File: config.mk
export PLATFORM = sky130hd
export DESIGN_NAME = uart_rx
export DESIGN_NICKNAME = d
export VERILOG_FILES = /design/src/rtl/uart_pkg.sv /design/src/rtl/uart_sync_2ff.sv /design/src/rtl/uart_rx.sv
export SDC_FILE = /design/constraint.sdc
export NUM_CORES = 1
export LEC_CHECK = 0
export CORE_MARGIN = 10
export CORE_UTILIZATION = 40
export CTS_CLUSTER_DIAMETER = 30
export CTS_CLUSTER_SIZE = 20
export DETAILED_ROUTE_END_ITERATION = 12
export SYNTH_ARGS = -nofsm -noshare
export SYNTH_HDL_FRONTEND = slang
export SYNTH_HIERARCHICAL = 1
export SYNTH_SLANG_ARGS = --single-unit
File: constraint.sdc
create_clock -name clk -period 2.5 [get_ports clk]
set_input_delay 0.75 -clock clk [delete_from_list [all_inputs] [get_ports clk]]
set_output_delay 0.75 -clock clk [all_outputs]
set_load 0.1 [all_outputs]
File: src/rtl/uart_pkg.sv
// Shared UART definitions: receiver state encoding and frame/baud constants
// used by both the receive and transmit paths.
package uart_pkg;

    localparam int DATA_BITS            = 8;
    localparam int CLKS_PER_BIT_DEFAULT = 868;

    typedef enum logic [2:0] {
        IDLE,
        START,
        DATA,
        STOP,
        WAIT_IDLE
    } rx_state_t;

endpackage

File: src/rtl/uart_sync_2ff.sv
// Generic two-flop synchronizer for bringing a single asynchronous bit into
// the clk domain; RESET_VAL lets idle-high lines reset to their idle level.
module uart_sync_2ff #(
    parameter logic RESET_VAL = 1'b1
) (
    input  logic clk,
    input  logic reset,
    input  logic d,
    output logic q
);

    (* ASYNC_REG = "TRUE" *) logic meta;
    (* ASYNC_REG = "TRUE" *) logic stage2;

    always_ff @(posedge clk or posedge reset) begin
        if (reset) begin
            meta   <= RESET_VAL;
            stage2 <= RESET_VAL;
        end else begin
            meta   <= d;
            stage2 <= meta;
        end
    end

    assign q = stage2;

endmodule

File: src/rtl/uart_rx.sv
// 8N1 UART receiver running on the system clock with a bit-period counter,
// mid-bit sampling and a one-deep holding register with valid/ack handshake.
module uart_rx #(
    parameter int CLKS_PER_BIT = uart_pkg::CLKS_PER_BIT_DEFAULT,
    parameter int DATA_BITS    = uart_pkg::DATA_BITS
) (
    input  logic                 clk,
    input  logic                 reset,
    input  logic                 RX_Data_in,
    input  logic                 RX_Ack,
    output logic [DATA_BITS-1:0] RX_Data_out,
    output logic                 RX_Valid,
    output logic                 RX_Frame_Error,
    output logic                 RX_Overrun,
    output logic                 RX_Busy
);

    import uart_pkg::*;

    localparam int               CNT_W    = $clog2(CLKS_PER_BIT);
    localparam logic [CNT_W-1:0] HALF_CNT = CNT_W'(CLKS_PER_BIT / 2 - 1);
    localparam logic [CNT_W-1:0] FULL_CNT = CNT_W'(CLKS_PER_BIT - 1);
    localparam logic [2:0]       LAST_IDX = 3'(DATA_BITS - 1);

    rx_state_t              state;
    rx_state_t              state_next;
    logic                   rx_s;
    logic [CNT_W-1:0]       bit_cnt;
    logic [2:0]             bit_idx;
    logic [DATA_BITS-1:0]   shift_reg;
    logic                   half_tick;
    logic                   full_tick;
    logic                   rx_done;

    uart_sync_2ff #(
        .RESET_VAL (1'b1)
    ) u_sync (
        .clk   (clk),
        .reset (reset),
        .d     (RX_Data_in),
        .q     (rx_s)
    );

    assign half_tick = (bit_cnt == HALF_CNT);
    assign full_tick = (bit_cnt == FULL_CNT);
    assign RX_Busy   = (state != IDLE);

    always_ff @(posedge clk or posedge reset) begin
        if (reset) begin
            state <= IDLE;
        end else begin
            state <= state_next;
        end
    end

    always_comb begin
        state_next = state;
        case (state)
            IDLE:      if (!rx_s) state_next = START;
            START:     if (half_tick) state_next = rx_s ? IDLE : DATA;
            DATA:      if (full_tick && bit_idx == LAST_IDX) state_next = STOP;
            STOP:      if (full_tick) state_next = rx_s ? IDLE : WAIT_IDLE;
            WAIT_IDLE: if (rx_s) state_next = IDLE;
            default:   state_next = IDLE;
        endcase
    end

    // The counter restarts on every state entry and at each data-bit boundary,
    // so a non power-of-two bit period never relies on natural wrap-around.
    always_ff @(posedge clk or posedge reset) begin
        if (reset) begin
            bit_cnt <= '0;
        end else if (state_next != state || state == IDLE || state == WAIT_IDLE ||
                     (state == DATA && full_tick)) begin
            bit_cnt <= '0;
        end else begin
            bit_cnt <= bit_cnt + CNT_W'(1);
        end
    end

    always_ff @(posedge clk or posedge reset) begin
        if (reset) begin
            bit_idx        <= 3'd0;
            shift_reg      <= '0;
            rx_done        <= 1'b0;
            RX_Frame_Error <= 1'b0;
        end else begin
            rx_done        <= (state == STOP) && full_tick && rx_s;
            RX_Frame_Error <= (state == STOP) && full_tick && !rx_s;
            if (state == START && half_tick) begin
                bit_idx <= 3'd0;
            end else if (state == DATA && full_tick) begin
                shift_reg <= {rx_s, shift_reg[DATA_BITS-1:1]};
                bit_idx   <= bit_idx + 3'd1;
            end
        end
    end

    // A completion with the register full only succeeds if the consumer is
    // acknowledging in that same cycle; otherwise the new byte is dropped.
    always_ff @(posedge clk or posedge reset) begin
        if (reset) begin
            RX_Data_out <= '0;
            RX_Valid    <= 1'b0;
            RX_Overrun  <= 1'b0;
        end else if (rx_done) begin
            if (!RX_Valid || RX_Ack) begin
                RX_Data_out <= shift_reg;
                RX_Valid    <= 1'b1;
            end
            if (RX_Valid && !RX_Ack) begin
                RX_Overrun <= 1'b1;
            end else if (RX_Ack) begin
                RX_Overrun <= 1'b0;
            end
        end else if (RX_Ack) begin
            RX_Valid   <= 1'b0;
            RX_Overrun <= 1'b0;
        end
    end

endmodule

## Word level (Yosys, flattened, before mapping)

Index checks and enable logic that the tools add are counted.

| cells by class | value |
|---|---|
| reduce and logical (&&, ||, !) cells | 21 |
| equality and inequality tests | 9 |
| muxes and demuxes | 17 |
| $add $sub $neg | 2 |
| bitwise logic cells | 1 |

Operators with widths:

| cell | count |
|---|---|
| two-way mux 3 bit | 8 |
| case mux 3 bit (5 select lines) | 1 |
| adder 10 x 1 -> 10 bit (second input constant) | 1 |
| == test 10 bit (second input constant) | 1 |
| == test 10 x 9 -> 1 bit (second input constant) | 1 |
| two-way mux 10 bit | 1 |
| logical AND 1 bit | 7 |
| == test 3 x 2 -> 1 bit (second input constant) | 2 |
| == test 3 bit (second input constant) | 2 |
| two-way mux 1 bit | 6 |
| AND reduction 2 bit | 3 |
| logical OR 1 bit | 4 |
| nonzero test 2 bit | 2 |
| adder 3 x 1 -> 3 bit (second input constant) | 1 |
| == test 3 x 1 -> 1 bit (second input constant) | 1 |
| zero test 1 bit | 3 |
| zero test 3 bit | 1 |
| != test 3 bit | 1 |
| nonzero test 3 bit | 1 |
| two-way mux 2 bit | 1 |
| != test 2 x 1 -> 1 bit (second input constant) | 1 |
| NOT 1 bit | 1 |

| storage, ports and cells | value |
|---|---|
| output and inout bits | 12 |
| input port bits | 4 |
| register bits | 38 |
| word-level logic and storage cells | 61 |

## Depth between registers and ports, before layout

Gate-level depths: netlist of the first run.

| logic depth | value |
|---|---|
| word-level depth | 9 |
| gate-level depth with buffers | 8 |
| depth with buffers taken out | 7 |

## Modules after synthesis

Netlist of the first run, hierarchy kept.

By module, submodules not included:

| module | cells an instance | area each (µm²) | sequential area each (µm²) | times used |
|---|---|---|---|---|
| uart_rx | 148 | 1699.1 | 900.9 | 1 |
| uart_sync_2ff | 3 | 56.3 | 52.6 | 1 |

## Worst setup path after synthesis of the first run

No wires, ideal clock.

| timing | value |
|---|---|
| path kind | flip-flop to output port |
| from | register state[0] |
| to | output port RX_Busy |
| required time | 1.750 ns |
| stages on the path, launching flop included | 3 |
| path slack | 0.441 ns |
| path buffers | 1 |
| arrival time | 1.309 ns |
| cell sequence | dfrtp_1 > clkbuf_1 > or3_1 |

| between the ends | value |
|---|---|
| cells in the longest elaborated chain, start to end | 1 |

RTL lines:

| element | RTL line | RTL |
|---|---|---|
| start, declared | uart_rx.sv:25 | `rx_state_t state;` |
| start signal, assigned | uart_rx.sv:52 | `state <= state_next;` |
| nonzero test 3 bit | uart_rx.sv:46 | `assign RX_Busy = (state != IDLE);` |
| end, declared | uart_rx.sv:15 | `output logic RX_Busy` |

Every way passes these cells.

## Worst setup path after layout of the first run

Same ends and word-level chain as after synthesis.

==> summary.txt, run 1 <==
Setup path
  – Slowest stage delay, CP: 0.48 ns
  – Worst r2r src: bit_cnt[2]$_DFF_PP0_
  – Arrival time of the worst setup path: 1.40 ns
  – Worst EP required: 1.75 ns
  – Worst setup EP type: output port
  – Cell Chain, Critical Path: or3_1, buf_12
  – Worst path slowest cell: dfrtp_1
  – Crit path kind: register to output port
  – R2R cell count: 4
  – Setup crit end: RX_Busy
  – Startpoint types: register
  – Worst R2R Setup Slack: 0.56 ns
  – CP Max Fanout: 11
  – Worst R2R End: shift_reg[2]$_DFFE_PP0P_
  – Critical Path Source: state[0]$_DFF_PP0_

Power
  – Pwr/cell area: 610 mW/mm2
  – LEAKAGE: 0.00104 uW
  – VDD IR max: 0.256 mV
  – Power, Total: 1270 uW

Floorplanning
  – Die Height: 86.2 um
  – Chip width: 86.2 um
  – Initial core utilization: 0.409
  – CORE AREA: 0.00429 mm2
  – # IOs: 16
  – Row cnt: 24
  – DIE AREA: 0.00744 mm2

STA
  – WHS: 0.358 ns
  – Layout Skew: 0.00369 ns
  – Fin crit period: 2.15 ns
  – FMAX: 465 MHz
  – Slew HR: 0.661
  – Worst-margin pin slew: 0.495 ns
  – Final number of max-transition violations: 0
  – Sum Neg Setup Slack: 0 ns
  – RSZ-0062 raised after global routing: no
  – Setup violations, final: 0
  – Period utilisation layout: 0.861
  – Final hold violations: 0

Place
  – HPWL after DPL: 2260 um
  – Port Buffers: 15
  – RD Place Congestion: 0.860
  – Dpl cell area: 0.00194 mm2

Drt
  – Vias/cell: 5.26
  – Final ANT Viol Nets: 0
  – Final WL: 3060 um
  – # DRC: 0
  – Drt initial violations: 72
  – DR pass1 iterations: 4
  – Routed wire per std cell: 13.7 um
  – Vias: 1172

GRT
  – Global route overflow: 0
  – Vias in the first global route: 1152
  – Initial antenna violation count: 0
  – Largest net degree at the start of global routing: 37
  – First-pass GRT wire length: 5420 um
  – Tot GR Track Use: 0.0892

CTS
  – Clk pin slew, worst setup/hold paths: 0.07 ns
  – TritonCTS sink count: 38
  – Hold Buf Count CTS: 0
  – Setup bufs post-CTS: 0
  – H-tree lvl count: 2
  – CTS buffer count: 5
  – Clk buf depth: 2
  – CTS tree: done
  – Root Buffer: clkbuf_8
  – CTS-repair resized insts: 0
  – Worst skew pair latency: 0.28 ns

Yosys
  – Post-synthesis sequential area ratio: 0.543
  – Post-synth EDFFs: 0
  – Ys Warns: 6
  – Avg Synthesized Cell Area: 11.6 um2
  – Mapped Area: 0.00176 mm2
  – Cells after Synth: 151
  – Synth unique cells: 36
  – Syn Nets: 159
  – Ys flop type: dfrtp_1
  – Flops & latches, synth: 38
  – Asr flop ratio synth: 1.00

Outcome
  – Outcome: finished, final reports clean

Layout
  – Layout area overhead: 18.5%
  – Finished Cell Area: 0.00208 mm2
  – Layout cells sized above 1: 0.257
  – Final #Nets: 178
  – Ant diodes: 0
  – Max FFs per register: 10

Worst hold path
  – Hold WC Path Type: register to register

Job
  – Max-Cap Viols: 0
-- cell usage in the layout (no fill, tap or decap), types with 5 or more instances in the layout --
cell type	netlist	final
nor2_1	13	13
o21ai_0	5	5
inv_1	8	8
mux2_4	7	7
buf_4	0	12
nand2_1	10	10
clkbuf_8	0	6
mux2_2	9	9
nor3_1	5	5
a21oi_1	10	10
dfrtp_1	36	36
-- cell families (layout without fill, tap and decap cells) --
group,Yosys count,count (layout),share of synthesized area
adders and majority gates,4,4,0.0285
and+or+nand+nor,52,52,0.168
DFF,38,38,0.543
muxes,16,16,0.118
buffers and inverters,12,32,0.0299
xor gates and xnor gates,7,7,0.0349
AOI/OAI and AO/OA,22,22,0.0784
-- power breakdown --
group	internal [uW]	total [uW]	switching, uW	leakage (uW)
Sequential	617	619	1.14	0.000509
Clock	425	631	206	0.0000714
Combinational	6.02	19.6	13.6	0.000458
Total	1050	1270	221	0.00104
-- cells in the mapped netlist, types with 2 or more instances --
cell	number	share of area
mux2_2	9	0.058
nand2b_1	3	0.011
mux2_4	7	0.060
a32o_1	2	0.011
or4_1	2	0.0086
dfstp_2	2	0.030
nand2_1	10	0.021
and3_1	2	0.0071
xor2_1	4	0.020
clkbuf_1	3	0.0064
xnor2_1	3	0.015
nand4_1	2	0.0071
nor4_1	2	0.0071
dfrtp_1	36	0.51
a21oi_1	10	0.029
inv_1	8	0.017
o21ai_0	5	0.014
nor3_1	5	0.014
or3_1	2	0.0071
nor2_1	13	0.028
ha_1	4	0.029
nand3_1	3	0.0086
-- per-layer routing --
metal | part of all wire | up-vias | routed length [um] | global-route usage
met4 | 0.018 | 0 | 54 | 0.0398
met3 | 0.072 | 7 | 220 | 0.0338
met1 | 0.46 | 561 | 1390 | 0.109
met5 | 0 | - | 0 | 0
met2 | 0.45 | 34 | 1390 | 0.137
li1 | - | 570 | - | -
-- per-stage QoR --
stage                     setup slack (ns)  std cells  utilization
after floorplan                      0.441        151            -
after global placement               0.434        215        0.451
after detailed placement             0.392        215        0.451
after CTS                            0.341        223        0.485
after global routing                 0.294        223        0.485
final                                0.348        223        0.485
-- layout make-up --
| type | instances | area [um2] |
|---|---|---|
| Clock buffer | 6 | 82.6 |
| Fill cell | 389 | 2210 |
| Tap cell | 52 | 65.1 |
| Multi-Input combinational cell | 101 | 749 |
| Timing Repair Buffer | 16 | 140 |
| Inverter | 8 | 30.0 |
| Clock inverter | 2 | 60.1 |
| Sequential cell | 38 | 953 |
-- worst max-delay path: cells and delay by family, from the launching register on --
| family | cells | cell delay, ns |
|---|---|---|
| DFF | 1 | 0.48 |
| buffers and inverters | 1 | 0.19 |
| and+or+nand+nor | 1 | 0.45 |
-- how the worst min path moves through the flow --
stage	startpoint	endpoint	slack (ns)	depth (start not counted)
2_1_floorplan	u_sync/meta$_DFF_PP1_	u_sync/q$_DFF_PP1_	0.35	0
3_3_place_gp	u_sync/meta$_DFF_PP1_	u_sync/q$_DFF_PP1_	0.35	0
3_5_place_dp	u_sync/meta$_DFF_PP1_	u_sync/q$_DFF_PP1_	0.35	0
4_1_cts	u_sync/meta$_DFF_PP1_	u_sync/q$_DFF_PP1_	0.36	0
5_1_grt	u_sync/meta$_DFF_PP1_	u_sync/q$_DFF_PP1_	0.36	0
6_report	u_sync/meta$_DFF_PP1_	u_sync/q$_DFF_PP1_	0.36	0
No activity file was read; power rests on OpenSTA's default activity.
==> run 2: changes to the inputs <==
CTS_CLUSTER_DIAMETER = 100   (was 30)
PLACE_DENSITY = 0.69   (was not set)
==> run 2 against run 1 <==
First-iteration DRC count decreased by 21%. Critical path depth unchanged. Global-route usage up 0.81 points. Count of clock-buffer cells in the layout unchanged. Die area is the same. Worst setup slack got worse by 0.016 ns. Final cell count unchanged. Fmax is 0.74% lower. Largest power group is now sequential cells. Worst hold slack gained 0.0013 ns.
==> summary.txt, run 2 (same netlist as run 1, synthesis figures left out) <==
Outcome
  – Outcome: finished, final reports clean (unchanged)

Floorplanning
  – # IOs: 16 (unchanged)
  – DIE AREA: 0.00744 mm2 (unchanged)
  – Chip width: 86.2 um (unchanged)
  – Initial core utilization: 0.409 (unchanged)
  – Row cnt: 24 (unchanged)
  – Die Height: 86.2 um (unchanged)
  – CORE AREA: 0.00429 mm2 (unchanged)

STA
  – Setup violations, final: 0 (unchanged)
  – Final number of max-transition violations: 0 (unchanged)
  – WHS: 0.359 ns (was 0.358 ns)
  – Worst-margin pin slew: 0.526 ns (was 0.495 ns)
  – Slew HR: 0.640 (was 0.661)
  – Fin crit period: 2.17 ns (was 2.15 ns)
  – Final hold violations: 0 (unchanged)
  – Sum Neg Setup Slack: 0 ns (unchanged)
  – RSZ-0062 raised after global routing: no (unchanged)
  – FMAX: 461 MHz (was 465 MHz)
  – Period utilisation layout: 0.867 (was 0.861)
  – Layout Skew: 0.00514 ns (was 0.00369 ns)

Power
  – LEAKAGE: 0.00101 uW (was 0.00104 uW)
  – VDD IR max: 0.280 mV (was 0.256 mV)
  – Pwr/cell area: 528 mW/mm2 (was 610 mW/mm2)

Layout
  – Final cell count without fillers: 223 (unchanged)
  – Ant diodes: 0 (unchanged)
  – Most common cell after layout, fill and taps aside: dfrtp_1 (unchanged)
  – Final core occ: 0.473 (was 0.485)
  – Layout area overhead: 15.8% (was 18.5%)
  – Final #Nets: 178 (unchanged)
  – Fillers: 399 (was 389)
  – Layout cells sized above 1: 0.257 (unchanged)
  – Max FFs per register: 10 (unchanged)
  – Highest-count cells in the layout ignoring fill and taps: dfrtp_1 (36), nor2_1 (13), buf_4 (12) (unchanged)

CTS
  – CTS-repair resized insts: 0 (unchanged)
  – Root Buffer: clkbuf_8 (unchanged)
  – Clk buf depth: 2 (unchanged)
  – Worst skew pair latency: 0.29 ns (was 0.28 ns)
  – Hold Buf Count CTS: 0 (unchanged)
  – H-tree lvl count: 2 (unchanged)
  – TritonCTS sink count: 38 (unchanged)
  – Setup bufs post-CTS: 0 (unchanged)
  – Clk pin slew, worst setup/hold paths: 0.07 ns (about the same)
  – CTS buffer count: 5 (unchanged)
  – CTS tree: done (unchanged)

Setup path
  – Worst R2R Setup Slack: 0.52 ns (was 0.56 ns)
  – R2R cell count: 6 (was 4)
  – Slowest stage delay, CP: 0.49 ns (was 0.48 ns)
  – CP Max Fanout: 11 (unchanged)
  – Critical Path Source: state[0]$_DFF_PP0_ (unchanged)
  – Worst r2r src: bit_cnt[0]$_DFF_PP0_ (was bit_cnt[2]$_DFF_PP0_)
  – Cell Chain, Critical Path: or3_1, buf_12 (unchanged)
  – Startpoint types: register (unchanged)
  – WP buf/inv: 1 (unchanged)
  – Worst EP required: 1.75 ns (about the same)
  – Crit path kind: register to output port (unchanged)
  – Arrival time of the worst setup path: 1.42 ns (was 1.40 ns)
  – Worst setup EP type: output port (unchanged)
  – CP top delay family: flip-flops (unchanged)
  – Worst path slowest cell: dfrtp_1 (unchanged)
  – Worst R2R End: bit_cnt[0]$_DFF_PP0_ (was shift_reg[2]$_DFFE_PP0P_)

GRT
  – First-pass GRT wire length: 5800 um (was 5420 um)
  – Initial antenna violation count: 0 (unchanged)
  – Global route overflow: 0 (unchanged)
  – Largest net degree at the start of global routing: 37 (unchanged)
  – Tot GR Track Use: 0.0973 (was 0.0892)
  – Vias in the first global route: 1270 (was 1152)

Drt
  – Final ANT Viol Nets: 0 (unchanged)
  – # DRC: 0 (unchanged)
  – DR pass1 iterations: 4 (unchanged)
  – Vias/cell: 5.39 (was 5.26)
  – Routed wire per std cell: 14.5 um (was 13.7 um)
  – Drt initial violations: 57 (was 72)
  – Final WL: 3230 um (was 3060 um)
  – Vias: 1203 (was 1172)

Worst hold path
  – Hold WC Path Type: register to register (unchanged)
  – Hold path depth: 0 (unchanged)
  – Hold Startpoint: u_sync/meta$_DFF_PP1_ (unchanged)
  – Min-Delay Endpoint: u_sync/q$_DFF_PP1_ (unchanged)

Job
  – Max-Cap Viols: 0 (unchanged)

Place
  – RD Place Congestion: 0.939 (was 0.860)
  – HPWL after DPL: 2400 um (was 2260 um)
  – Post-Place Cells: 215 (unchanged)
  – Port Buffers: 15 (unchanged)
==> run 2: layout make-up <==
class                   count  area, um2  share of cell area
clock inverters             2       12.5             0.00615
repair buffers             16        140              0.0689
inverters                   8       30.0              0.0148
well taps                  52       65.1              0.0320
flip-flops and latches     38        953               0.469
clock buffers               6       82.6              0.0406
multi-input cells         101        749               0.369
==> run 2: worst register-to-register path: stages (launching register included) <==
cell and delay, ns:
dfrtp_1 0.42, ha_1 0.27, nand4bb_2 0.18, nor3_1 0.09
a2111oi_0 0.53, o21ai_2 0.22, a21oi_1 0.20
==> run 2: how the worst max path moves through the flow <==
| stage | cells past startpoint | endpoint | slack [ns] |
|---|---|---|---|
| 6_report | 2 | RX_Busy | 0.33 |
| 3_5_place_dp | 4 | RX_Data_out[0]$_DFFE_PP0P_ | 0.39 |
| 4_1_cts | 2 | RX_Busy | 0.32 |
| 3_3_place_gp | 4 | RX_Data_out[5]$_DFFE_PP0P_ | 0.44 |
| 5_1_grt | 2 | RX_Busy | 0.29 |
| 2_1_floorplan | 2 | RX_Busy | 0.44 |
==> run 2: where the power goes <==
part / switching, uW / total, uW / internal, uW
clock network: 214 / 435 / 221
registers: 1.19 / 619 / 617
logic: 13.2 / 19.2 / 6.03
==> run 2: metal layers <==
metal,GRT usage,wire [um],up-vias
li1,-,-,574
met1,0.104,1360,588
met2,0.166,1610,34
met3,0.0338,194,7
met4,0.0515,67,0
met5,0,0,-
==> run 2: metrics by stage <==
| stage | worst slack, ns | total power, uW | instance area, um2 |
|---|---|---|---|
| after floorplan | 0.441 | 641 | 1760 |
| after global placement | 0.440 | 650 | 1940 |
| after detailed placement | 0.388 | 651 | 1940 |
| after CTS | 0.324 | 1090 | 2030 |
| after global routing | 0.286 | 1120 | 2030 |
| final | 0.331 | 1070 | 2030 |
==> run 3: changes to the inputs <==
SYNTH_HIERARCHICAL = not set   (was 1)
==> run 3 against run 2 <==
Worst hold slack better by 0.0013 ns. Non-clock buffer count unchanged. Core utilization down 0.087 points. Count of clock-buffer cells in the layout unchanged. Register-to-register slack gained 0.04 ns. Sequential power hardly changed. Final area shrank 0.18%. Fmax decreased by 0.56%. Sequential share of layout area rose by 0.087 points. First-iteration DRC count shrank 7.0%. Clock power about the same. Critical path type unchanged. Largest cell class unchanged. Highest routed layer unchanged.
==> summary.txt, run 3 <==
Outcome
  – Outcome: finished, final reports clean (unchanged)

Floorplanning
  – CORE AREA: 0.00429 mm2 (unchanged)
  – Row cnt: 24 (unchanged)
  – DIE AREA: 0.00743 mm2 (was 0.00744 mm2)
  – Chip width: 86.2 um (about the same)
  – Die Height: 86.2 um (about the same)
  – Initial core utilization: 0.408 (was 0.409)
  – # IOs: 16 (unchanged)

Layout
  – Layout cells sized above 1: 0.259 (was 0.257)
  – Max FFs per register: 10 (unchanged)
  – Final #Nets: 177 (was 178)
  – Highest-count cells in the layout ignoring fill and taps: dfrtp_1 (36), nor2_1 (13), buf_4 (12) (unchanged)
  – Final cell count without fillers: 222 (was 223)
  – Most common cell after layout, fill and taps aside: dfrtp_1 (unchanged)
  – Finished Cell Area: 0.00203 mm2 (about the same)
  – Ant diodes: 0 (unchanged)
  – Layout area overhead: 15.9% (was 15.8%)

Job
  – Max-Cap Viols: 0 (unchanged)

Setup path
  – Crit path kind: register to output port (unchanged)
  – Worst R2R End: shift_reg[0]$_DFFE_PP0P_ (was bit_cnt[0]$_DFF_PP0_)
  – Startpoint types: register (unchanged)
  – R2R cell count: 4 (was 6)
  – Worst r2r src: bit_cnt[2]$_DFF_PP0_ (was bit_cnt[0]$_DFF_PP0_)
  – Worst setup EP type: output port (unchanged)
  – Slowest stage delay, CP: 0.50 ns (was 0.49 ns)
  – CP Max Fanout: 11 (unchanged)
  – Worst R2R Setup Slack: 0.56 ns (was 0.52 ns)
  – Worst path slowest cell: dfrtp_1 (unchanged)
  – Arrival time of the worst setup path: 1.43 ns (was 1.42 ns)
  – Cell Chain, Critical Path: or3_1, buf_12 (unchanged)
  – Worst EP required: 1.75 ns (about the same)

Drt
  – Final ANT Viol Nets: 0 (unchanged)
  – Vias: 1203 (unchanged)
  – # DRC: 0 (unchanged)
  – DR pass1 iterations: 4 (unchanged)
  – Routed wire per std cell: 14.5 um (about the same)
  – Drt initial violations: 53 (was 57)
  – Vias/cell: 5.42 (was 5.39)
  – Final WL: 3210 um (was 3230 um)

STA
  – FMAX: 459 MHz (was 461 MHz)
  – Sum Neg Setup Slack: 0 ns (unchanged)
  – Setup violations, final: 0 (unchanged)
  – Final hold violations: 0 (unchanged)
  – RSZ-0062 raised after global routing: no (unchanged)
  – Period utilisation layout: 0.872 (was 0.867)
  – Layout Skew: 0.00970 ns (was 0.00514 ns)
  – Fin crit period: 2.18 ns (was 2.17 ns)
  – Slew HR: 0.669 (was 0.640)
  – Final number of max-transition violations: 0 (unchanged)
  – Worst-margin pin slew: 0.484 ns (was 0.526 ns)

CTS
  – TritonCTS sink count: 38 (unchanged)
  – Hold Buf Count CTS: 0 (unchanged)
  – Clk pin slew, worst setup/hold paths: 0.08 ns (was 0.07 ns)
  – Worst skew pair latency: 0.29 ns (about the same)
  – Root Buffer: clkbuf_8 (unchanged)
  – CTS-repair resized insts: 0 (unchanged)
  – CTS tree: done (unchanged)
  – H-tree lvl count: 2 (unchanged)
  – CTS buffer count: 5 (unchanged)
  – Clk buf depth: 2 (unchanged)
  – Setup bufs post-CTS: 0 (unchanged)

Power
  – Power, Total: 1070 uW (about the same)
  – VDD IR max: 0.369 mV (was 0.280 mV)
  – Pwr/cell area: 529 mW/mm2 (was 528 mW/mm2)
  – LEAKAGE: 0.00101 uW (about the same)

Place
  – HPWL after DPL: 2360 um (was 2400 um)
  – RD Place Congestion: 0.864 (was 0.939)
  – Port Buffers: 15 (unchanged)
  – Dpl cell area: 0.00193 mm2 (was 0.00194 mm2)
  – Post-Place Cells: 214 (was 215)

GRT
  – Largest net degree at the start of global routing: 39 (was 37)
  – First-pass GRT wire length: 5600 um (was 5800 um)
  – Tot GR Track Use: 0.0930 (was 0.0973)
  – Global route overflow: 0 (unchanged)
  – Vias in the first global route: 1233 (was 1270)
  – Initial antenna violation count: 0 (unchanged)

Yosys
  – Synth top area cells: dfrtp_1 (51%), mux2_4 (6.0%), mux2_2 (5.8%) (unchanged)
  – Post-synthesis sequential area ratio: 0.544 (was 0.543)
  – Asr flop ratio synth: 1.00 (unchanged)
  – Flops & latches, synth: 38 (unchanged)
  – Synth unique cells: 36 (unchanged)
  – Cells after Synth: 150 (was 151)
  – Post-synth EDFFs: 0 (unchanged)
  – Most frequent cell after synthesis: dfrtp_1 (unchanged)
  – Mapped Area: 0.00175 mm2 (was 0.00176 mm2)
  – Syn Nets: 158 (was 159)
  – Leading area contributor after synthesis: dfrtp_1 (unchanged)
  – Yosys top cell area share: 0.514 (was 0.513)
  – Avg Synthesized Cell Area: 11.7 um2 (was 11.6 um2)
  – Commonest cells post-synth: dfrtp_1 (36), nor2_1 (13), a21oi_1 (10), nand2_1 (10), mux2_2 (9) (unchanged)
  – Ys flop type: dfrtp_1 (unchanged)
  – Ys Warns: 0 (was 6)

Worst hold path
  – Hold WC Path Type: register to register (unchanged)
  – Hold Startpoint: u_sync.meta$_DFF_PP1_ (was u_sync/meta$_DFF_PP1_)
  – Hold path depth: 0 (unchanged)
  – Min-Delay Endpoint: u_sync.q$_DFF_PP1_ (was u_sync/q$_DFF_PP1_)
-- run 3: cell count changes in the layout (fill, tap and decap cells not counted) --
cell,previous run,this run
inv_1,8,7
-- run 3: kinds of logic after synthesis --
logic type | share of synthesized area
XOR/XNOR | 0.0350
AND/OR/NAND/NOR | 0.168
flip-flops | 0.544
AO/OA/AOI/OAI | 0.0786
adder cells (fa/ha/maj) | 0.0286
multiplexers | 0.118
buffers and inverters | 0.0279
-- run 3: how the worst max path moves through the flow --
stage | start | to | cells after the start
2_1_floorplan | state[0]$_DFF_PP0_ | RX_Busy | 2
3_3_place_gp | RX_Ack | RX_Data_out[5]$_DFFE_PP0P_ | 4
3_5_place_dp | RX_Ack | RX_Data_out[7]$_DFFE_PP0P_ | 4
4_1_cts | state[0]$_DFF_PP0_ | RX_Busy | 2
5_1_grt | state[0]$_DFF_PP0_ | RX_Busy | 2
6_report | state[0]$_DFF_PP0_ | RX_Busy | 2
-- run 3: layer usage --
| metal | vias to the layer above | global-route usage | routed length (um) |
|---|---|---|---|
| met1 | 586 | 0.103 | 1420 |
| met3 | 11 | 0.0356 | 216 |
| met4 | 0 | 0.0545 | 82 |
| met5 | - | 0 | 0 |
| li1 | 568 | - | - |
| met2 | 38 | 0.149 | 1490 |
-- run 3: stage by stage --
step,utilization,setup WS (ns),hold slack (ns)
6_report,0.473,0.319,0.360
5_1_grt,0.473,0.285,0.367
4_1_cts,0.473,0.318,0.361
3_5_place_dp,0.450,0.381,0.350
3_3_place_gp,0.450,0.440,0.346
2_1_floorplan,-,0.441,0.345
-- run 3: critical path, delay by kind of cell (launching register included) --
kind | cells | cell delay [ns]
simple gates | 1 | 0.45
buf+inv | 1 | 0.18
flops | 1 | 0.50
-- run 3: layout make-up --
type / instances / area (um2)
well taps: 52 / 65.1
clock inverters: 2 / 12.5
multi-input cells: 101 / 749
flip-flops and latches: 38 / 953
repair buffers: 16 / 140
inverters: 7 / 26.3
clock buffers: 6 / 82.6
fillers: 375 / 2260
-- run 3: report_power, final --
part | switching [uW] | internal, uW
clock | 215 | 222
combinational | 13.3 | 5.88
sequential | 1.17 | 617
